===== config.mk =====
export PLATFORM = sky130hd
export DESIGN_NAME = uart_frame_decoder
export DESIGN_NICKNAME = d
export VERILOG_FILES = /design/src/rtl/uart_frame_decoder.sv
export SDC_FILE = /design/constraint.sdc
export NUM_CORES = 1
export LEC_CHECK = 0
export CAP_MARGIN = 10
export CORE_MARGIN = 1
export CORE_UTILIZATION = 40
export CTS_CLUSTER_DIAMETER = 30
export DETAILED_ROUTE_END_ITERATION = 10
export HOLD_SLACK_MARGIN = 0.12
export PLACE_DENSITY = 0.6
export SYNTH_ARGS = -nofsm -noshare
export SYNTH_HDL_FRONTEND = slang
export SYNTH_SLANG_ARGS = --single-unit
export TNS_END_PERCENT = 5

===== constraint.sdc =====
create_clock -name clk -period 1.05 [get_ports clk]
set_input_delay 0.21 -clock clk [delete_from_list [all_inputs] [get_ports clk]]
set_output_delay 0.21 -clock clk [all_outputs]
set_load 0.05 [all_outputs]

===== src/rtl/uart_frame_decoder.sv =====
// -----------------------------------------------------------------------------
// uart_frame_decoder
//
// Serial UART receiver. Deframes start(0) + 8 data bits (LSB first) + even
// parity + 1 or 2 stop bits(1) from RX into a byte register presented to a
// parallel consumer with a valid/ready handshake. Parity, stop (framing) and
// overrun errors are flagged alongside the byte.
//
// Optional build macro:
//   UART_RX_SYNC_EN  - when defined, RX passes through a 2-flop synchronizer
//                      (reset value 1) before use, adding exactly 2 clk of
//                      latency. When undefined, RX is used directly and must
//                      already be synchronous to clk.
//
// Parameters:
//   CLKS_PER_BIT   clk cycles per serial bit (>=1)
//
// Ports:
//   clk            in   system clock
//   reset          in   synchronous, active-high reset
//   RX             in   serial line, idle high
//   stop_1_2       in   0 = one stop bit, 1 = two stop bits (sampled at STOP1)
//   dado           out  received byte (register)
//   dado_valido    out  dado/flags valid, held until accepted
//   pronto         in   consumer ready; dado_valido & pronto = accepted
//   erro_paridade  out  parity mismatch for the byte in dado
//   erro_stop      out  a stop bit sampled 0 for the byte in dado
//   overrun        out  1-cycle pulse: completed frame dropped, buffer full
//   recebendo      out  high while the receiver is not IDLE
// -----------------------------------------------------------------------------
module uart_frame_decoder #(
   parameter int CLKS_PER_BIT = 1
) (
   input  logic       clk,
   input  logic       reset,
   input  logic       RX,
   input  logic       stop_1_2,
   output logic [7:0] dado,
   output logic       dado_valido,
   input  logic       pronto,
   output logic       erro_paridade,
   output logic       erro_stop,
   output logic       overrun,
   output logic       recebendo
);

   // Phase counter covers 0..CLKS_PER_BIT-1; at least one bit wide.
   localparam int PH_W = (CLKS_PER_BIT > 1) ? $clog2(CLKS_PER_BIT) : 1;
   localparam logic [PH_W-1:0] PH_ZERO = PH_W'(0);
   localparam logic [PH_W-1:0] PH_ONE  = PH_W'(1);
   localparam logic [PH_W-1:0] PH_MID  = PH_W'((CLKS_PER_BIT - 1) / 2);
   localparam logic [PH_W-1:0] PH_LAST = PH_W'(CLKS_PER_BIT - 1);

   typedef enum logic [2:0] {
      IDLE      = 3'd0,
      START     = 3'd1,
      DATA      = 3'd2,
      PARITY    = 3'd3,
      STOP1     = 3'd4,
      STOP2     = 3'd5,
      WAIT_HIGH = 3'd6
   } state_t;

   // Even parity of a data byte: the value the parity bit should carry.
   function automatic logic even_parity(input logic [7:0] d);
      return ^d;
   endfunction

   state_t          state_r;
   logic [PH_W-1:0] phase_r;
   logic [2:0]      bit_cnt_r;
   logic [7:0]      data_r;
   logic            perr_r;
   logic            s1_r;
   logic            recebendo_r;

   logic [7:0]      dado_r;
   logic            dado_valido_r;
   logic            erro_paridade_r;
   logic            erro_stop_r;
   logic            overrun_r;

   logic            rx_s;
   logic            at_mid_s;
   logic            at_end_s;
   logic            frame_done_s;
   logic            stop_ok_s;

`ifdef UART_RX_SYNC_EN
   logic [1:0]      sync_r;

   // Two-flop synchronizer for the asynchronous serial line; idles high.
   always_ff @(posedge clk) begin
      if (reset) begin
         sync_r <= 2'b11;
      end else begin
         sync_r <= {sync_r[0], RX};
      end
   end

   assign rx_s = sync_r[1];
`else
   assign rx_s = RX;
`endif

   assign at_mid_s = (phase_r == PH_MID);
   assign at_end_s = (phase_r == PH_LAST);

   // Frame completes on the edge sampling the last stop bit; stop_ok covers
   // every stop bit of the frame (s1 is already registered in STOP2).
   always_comb begin
      frame_done_s = 1'b0;
      stop_ok_s    = rx_s;
      if (at_mid_s && (state_r == STOP2)) begin
         frame_done_s = 1'b1;
         stop_ok_s    = s1_r & rx_s;
      end else if (at_mid_s && (state_r == STOP1) && !stop_1_2) begin
         frame_done_s = 1'b1;
         stop_ok_s    = rx_s;
      end else begin
         frame_done_s = 1'b0;
         stop_ok_s    = rx_s;
      end
   end

   // Receive state machine: bit timing, sampling and frame assembly.
   always_ff @(posedge clk) begin
      if (reset) begin
         state_r     <= IDLE;
         phase_r     <= PH_ZERO;
         bit_cnt_r   <= 3'd0;
         data_r      <= 8'h00;
         perr_r      <= 1'b0;
         s1_r        <= 1'b1;
         recebendo_r <= 1'b0;
      end else begin
         case (state_r)
            IDLE: begin
               phase_r   <= PH_ZERO;
               bit_cnt_r <= 3'd0;
               if (!rx_s) begin
                  // This cycle is phase 0 of the start bit.
                  recebendo_r <= 1'b1;
                  if (CLKS_PER_BIT == 1) begin
                     state_r <= DATA;
                  end else begin
                     state_r <= START;
                     phase_r <= PH_ONE;
                  end
               end else begin
                  recebendo_r <= 1'b0;
               end
            end

            START: begin
               if (at_mid_s && rx_s) begin
                  // Line back high mid start bit: treat as a glitch.
                  state_r     <= IDLE;
                  phase_r     <= PH_ZERO;
                  recebendo_r <= 1'b0;
               end else if (at_end_s) begin
                  state_r <= DATA;
                  phase_r <= PH_ZERO;
               end else begin
                  phase_r <= phase_r + PH_ONE;
               end
            end

            DATA: begin
               if (at_mid_s) begin
                  data_r[bit_cnt_r] <= rx_s;
               end
               if (at_end_s) begin
                  phase_r <= PH_ZERO;
                  if (bit_cnt_r == 3'd7) begin
                     bit_cnt_r <= 3'd0;
                     state_r   <= PARITY;
                  end else begin
                     bit_cnt_r <= bit_cnt_r + 3'd1;
                  end
               end else begin
                  phase_r <= phase_r + PH_ONE;
               end
            end

            PARITY: begin
               if (at_mid_s) begin
                  perr_r <= rx_s ^ even_parity(data_r);
               end
               if (at_end_s) begin
                  state_r <= STOP1;
                  phase_r <= PH_ZERO;
               end else begin
                  phase_r <= phase_r + PH_ONE;
               end
            end

            STOP1: begin
               if (at_mid_s) begin
                  s1_r <= rx_s;
                  if (stop_1_2) begin
                     if (at_end_s) begin
                        state_r <= STOP2;
                        phase_r <= PH_ZERO;
                     end else begin
                        phase_r <= phase_r + PH_ONE;
                     end
                  end else begin
                     // Single stop bit: frame ends here, rest of bit ignored.
                     phase_r <= PH_ZERO;
                     if (rx_s) begin
                        state_r     <= IDLE;
                        recebendo_r <= 1'b0;
                     end else begin
                        state_r <= WAIT_HIGH;
                     end
                  end
               end else if (at_end_s) begin
                  // Only reachable in two-stop mode; one-stop leaves at MID.
                  state_r <= STOP2;
                  phase_r <= PH_ZERO;
               end else begin
                  phase_r <= phase_r + PH_ONE;
               end
            end

            STOP2: begin
               if (at_mid_s) begin
                  phase_r <= PH_ZERO;
                  if (s1_r && rx_s) begin
                     state_r     <= IDLE;
                     recebendo_r <= 1'b0;
                  end else begin
                     state_r <= WAIT_HIGH;
                  end
               end else begin
                  phase_r <= phase_r + PH_ONE;
               end
            end

            WAIT_HIGH: begin
               // Break: a low line is never taken as a new start bit.
               phase_r <= PH_ZERO;
               if (rx_s) begin
                  state_r     <= IDLE;
                  recebendo_r <= 1'b0;
               end else begin
                  recebendo_r <= 1'b1;
               end
            end

            default: begin
               state_r     <= IDLE;
               phase_r     <= PH_ZERO;
               bit_cnt_r   <= 3'd0;
               recebendo_r <= 1'b0;
            end
         endcase
      end
   end

   // Single-entry output buffer with valid/ready handshake and overrun pulse.
   always_ff @(posedge clk) begin
      if (reset) begin
         dado_r          <= 8'h00;
         dado_valido_r   <= 1'b0;
         erro_paridade_r <= 1'b0;
         erro_stop_r     <= 1'b0;
         overrun_r       <= 1'b0;
      end else begin
         overrun_r <= 1'b0;
         if (dado_valido_r && pronto) begin
            dado_valido_r <= 1'b0;
         end
         if (frame_done_s) begin
            // A byte accepted this same cycle frees the slot for the new one.
            if (!dado_valido_r || pronto) begin
               dado_r          <= data_r;
               erro_paridade_r <= perr_r;
               erro_stop_r     <= ~stop_ok_s;
               dado_valido_r   <= 1'b1;
            end else begin
               overrun_r <= 1'b1;
            end
         end
      end
   end

   assign dado          = dado_r;
   assign dado_valido   = dado_valido_r;
   assign erro_paridade = erro_paridade_r;
   assign erro_stop     = erro_stop_r;
   assign overrun       = overrun_r;
   assign recebendo     = recebendo_r;

endmodule

**Word-level counts from Yosys, hierarchy flattened**

Index checks and enable logic that the tools add are counted.

- Flip-flop bits (word level): 30
- Word-level logic and storage cells: 103
- Input port bits: 5
- Output and inout bits: 13

- $lt $le $gt $ge: 2
- Add/subtract/negate cells: 2
- Reduce and logical (&&, ||, !) cells: 24
- Multiplexer cells: 37
- Equal/unequal tests: 19
- Bitwise logic cells: 7

Operators by type and width:

| cell | count |
|---|---|
| 3-bit two-way mux | 14 |
| 3-bit one-hot mux with 7 select lines | 1 |
| 2-bit inequality test, second input constant | 10 |
| 1-bit two-way mux | 17 |
| 3-bit equality test, second input constant | 4 |
| 2-bit AND reduction | 5 |
| 8-bit bitwise mux | 1 |
| 8-bit AND reduction | 1 |
| 8-bit XOR reduction | 1 |
| 1-bit logical AND | 7 |
| 7-bit AND reduction | 1 |
| 3-bit by 2-bit equality test with 1-bit output, second input constant | 2 |
| 3-bit one-hot mux with 2 select lines | 1 |
| 2-bit OR reduction | 3 |
| 1-bit inverter | 5 |
| 1-bit one-hot mux with 5 select lines | 1 |
| 5-bit OR reduction | 1 |
| 3-bit by 4-bit < comparator with 1-bit output, second input constant | 1 |
| 4-bit OR reduction | 1 |
| 3-bit by 1-bit adder with 3-bit output, second input constant | 1 |
| 1-bit demux with 3-bit select | 1 |
| 3-bit by 1-bit equality test with 1-bit output, second input constant | 1 |
| 3-bit by 1-bit greater-or-equal comparator with 1-bit output, second input constant | 1 |
| 3-bit zero test | 1 |
| 8 further kinds | 9 |

**Logic depth before layout (Yosys ltp)**

- Word-level depth: 7
- Mapped depth: 6
- Gate-level depth less buffers: 5

**Worst setup path after synthesis**

OpenSTA, ideal clock, no wires.

- Kind: reg-to-reg
- Start: reg dado_valido_r, in the netlist dado_valido
- End: reg dado_r[1], in the netlist dado[1]
- Path buffers: 1
- Clock period less this slack: 1.399 ns
- Data required time: 0.922 ns
- Slack: -0.349 ns
- Setup time: 0.128 ns
- Arrival time: 1.271 ns
- Cell stages (with the launch flop): 6
- Path through: dfxtp_1 > nand2b_1 > and3_1 > buf_4 > mux2i_1 > nor2_1

- Cells in the longest elaborated chain, start to end: 3

Ends and longest elaborated chain:

| what | line | source |
|---|---|---|
| from (decl) | 78 | `logic dado_valido_r;` |
| from (signal assigned) | 266 | `dado_valido_r <= 1'b0;` |
| from (signal assigned) | 273 | `dado_valido_r <= 1'b0;` |
| from (signal assigned) | 281 | `dado_valido_r <= 1'b1;` |
| 1-bit zero test | 277 | `if (!dado_valido_r \|\| pronto) begin` |
| 1-bit logical OR | 277 |  |
| 2-bit AND reduction (no source line) | n/a |  |
| to (signal assigned) | 278 | `dado_r <= data_r;` |
| to (decl) | 77 | `logic [7:0] dado_r;` |

No other way between the ends.
A chain may end at the register's enable or synchronous reset.

**Worst setup path in the final report**

- Start: reg data_r[6]
- End: reg perr_r

- Cells in the longest elaborated chain, start to end: 2

Ends and longest elaborated chain:

| what | line | source |
|---|---|---|
| from (decl) | 72 | `logic [7:0] data_r;` |
| from (signal, indexed assignment) | 171 | `data_r[bit_cnt_r] <= rx_s;` |
| 8-bit XOR reduction | 66 | `return ^d;` |
| 1-bit bitwise XOR | 188 | `perr_r <= rx_s ^ even_parity(data_r);` |
| to (signal assigned) | 188 |  |
| to (decl) | 73 | `logic perr_r;` |

No other way between the ends.

==> run_results.csv <==
group,metric,value,unit
die,initial_core_util,43.7,%
logic_synthesis,ys_ff_latch,29,
timing,skew,0.00750,ns
logic_synthesis,synth_area_leader_cell,"dfxtp_1",
die,rows,20,
pwr,leakagePower,0.000935,uW
timing,slew_viol_final,0,
die,die_y,60.7,um
finish,fill_cells,251,
clocking,clkTransAtPathRegs,0.09,ns
drt,routed_wl,3280,um
pwr,ir_drop,0.00104,V
clocking,insertion_delay,0.32,ns
clocking,cts_tree,"yes",
global_routing,grt_max_degree,17,
logic_synthesis,synth.yosys.seq_area_share,42.1,%
critical_path,cp_slowest_stage_delay,0.44,ns
die,fp.dieW,60.7,um
critical_path,end_kind,"flop",
die,io_pins,18,
timing,hold_viol,0,
critical_path,crit_buf_inv,0,
placement,gp_congestion,0.794,
logic_synthesis,synth.avg_cell_area,8.89,um^2
critical_path,cp.arrival,1.43,ns
placement,dpl.hpwl,2330,um
logic_synthesis,yosys-top-cells-area,"dfxtp_1 42%, mux2i_1 12%, nor2_1 6.8%",
logic_synthesis,yosysUniqueCellTypes,35,
timing,finalSetupViolations,28,
drt,drc,0,
global_routing,grt_usage,20.0,%
pwr,p_per_area,910,nW/um^2
timing,rsz0062_at_grt,"yes",
logic_synthesis,synth-edff-count,0,
critical_path,crit_chain,"xnor2_1, xnor3_1, nand3b_1, o211ai_1",
drt,vias,1285,
die,dieArea,3680,um^2
finish,diodes,0,
die,core_region_area,3150,um^2
min_path,min_path_type,"reg -> reg",
placement,post_dp_cell_area,1980,um^2
finish,area_delta_synth_final,63.5,%
critical_path,path_delay_family,"XOR/XNOR gates",
clocking,clockBufferDepth,2,
critical_path,criticalPathCategory,"reg -> reg",
clocking,htree_levels,2,
timing,fmax,821,MHz
drt,routed_via_density,5.04,
timing,relSlewSlack,81.0,%
timing,tightest_slew,0.284,ns
run_status,status,"finished, violations left",
drt,antenna_left,0,
logic_synthesis,netlist_instances,155,
critical_path,crit_fanout,2,
logic_synthesis,async_reset_ff_share,0,%
logic_synthesis,synth_area,1380,um^2
global_routing,antenna_found_initial,0,
critical_path,start_kind,"flop",
drt,drtIter0Drc,19,
flow_run,max_cap_viol_count,0,
clocking,cts_sinks,29,
timing,fin_hold_ws,0.492,ns
global_routing,grt_overflow_total,0,
global_routing,grt_pass1_vias,1165,
drt,wire_per_inst,12.9,um
finish,fin_nets,218,
finish,final_cell_mix,"38 x buf_4, 23 x nor2_1, 17 x dfxtp_2",
drt,drt_first_pass_iters,4,
timing,setup_ws,-0.168,ns
critical_path,cp.required,1.26,ns
finish,final_common_cell,"buf_4",
logic_synthesis,synth_nets,162,
finish,stdcell_area,2250,um^2
placement,preCtsSetupSlack,-0.534,ns
critical_path,slowest_stage,"xnor3_1",
logic_synthesis,ys.flop_type,"dfxtp_1",
timing,post-route-min-period,1.22,ns
clocking,clockRootBuffer,"clkbuf_4",
logic_synthesis,yosys_warnings,0,
clocking,ctsHoldBuffers,0,
global_routing,grt_first_pass_wirelength,5210,um
timing,finalCritPeriodShare,116,%
placement,port_buffers,17,
run_status,violations,"setup timing",
clocking,cts-buffers-inserted,5,
logic_synthesis,netlist.area_leader.share,42.1,%
finish,drive_gt1_share,47.9,%
## through the flow
| stage | util, % | std cells | TNS (ns) | power (uW) |
|---|---|---|---|---|
| finish | 71.4 | 255 | -3.17 | 2050 |
| global route | 71.4 | 255 | -5.04 | 2150 |
| CTS | 67.9 | 251 | -3.36 | 2050 |
| detailed placement | 62.7 | 241 | -9.10 | 1360 |
| global placement | 62.7 | 241 | -8.76 | 1360 |
| floorplan | - | 155 | -1.82 | 1270 |
## area by class of cell
| cell class | instances | area (um^2) | area share, % |
|---|---|---|---|
| inverter | 3 | 11.3 | 0.500 |
| tap | 44 | 55.1 | 2.44 |
| clock buffer | 7 | 55.1 | 2.44 |
| multi-input combinational | 112 | 858 | 38.1 |
| sequential | 29 | 609 | 27.1 |
| timing repair buffer | 60 | 663 | 29.4 |
## logic make-up (layout without fill, tap and decap cells)
group	Yosys count	count (layout)	synth area share [%]
AOI/OAI and AO/OA	24	24	9.90
xor gates and xnor gates	6	6	4.81
adders and majority gates	2	2	1.82
buffers and inverters	14	70	4.81
DFF	29	29	42.1
muxes	16	16	11.6
and+or+nand+nor	64	64	24.9
## worst min-delay path: stages, from the launching register on
cell     delay (ns)
dfxtp_1        0.34
nand2_1        0.06
a21oi_1        0.05
## repair_timing
action                                  CTS  global route
setup buffers                             3             3
pin swaps                                 5             8
endpoints found under the setup margin   39            39
gates resized for setup                  29            17
cloned                                    0             1
## flip-flops by register name, summed over array words and instances (netlist names)
name,flops
dado,8
state_r,3
recebendo,1
s1_r,1
erro_stop,1
erro_paridade,1
dado_valido,1
overrun,1
perr_r,1
bit_cnt_r,3
data_r,8
## power by group
part / internal (uW) / total (uW) / switching [uW]
Sequential: 1110 / 1130 / 17.3
Combinational: 136 / 249 / 113
Clock: 316 / 675 / 360
Total: 1560 / 2050 / 490
## routing by layer
layer	up-vias	share of wire, %	track usage, %
li1	650	-	-
met1	605	45	23.7
met2	23	49	33.4
met3	7	4.1	5.97
met4	0	2.2	9.42
met5	-	0	0
## synthesized netlist by cell type, types with 3 or more instances
master,count
clkbuf_1,4
nor3_1,3
mux2i_1,16
xnor2_1,3
nor2_1,25
dfxtp_1,29
a22oi_1,3
a21oi_1,11
nand2_1,7
nand2b_1,5
nand3b_1,4
buf_2,5
nand3_1,6
o21ai_0,6
## path summary, 6_finish.rpt
check | start | end | slack (ns) | cells after the start
max | data_r[6]$_SDFFE_PP0P_ | perr_r$_SDFFE_PP0P_ | -0.17 | 4
min | data_r[1]$_SDFFE_PP0P_ | data_r[1]$_SDFFE_PP0P_ | 0.49 | 2
min reg2reg | data_r[1]$_SDFFE_PP0P_ | data_r[1]$_SDFFE_PP0P_ | 0.49 | 2
max reg2reg | data_r[6]$_SDFFE_PP0P_ | perr_r$_SDFFE_PP0P_ | -0.17 | 4
Note: power is estimated with default switching activity, not from simulation.
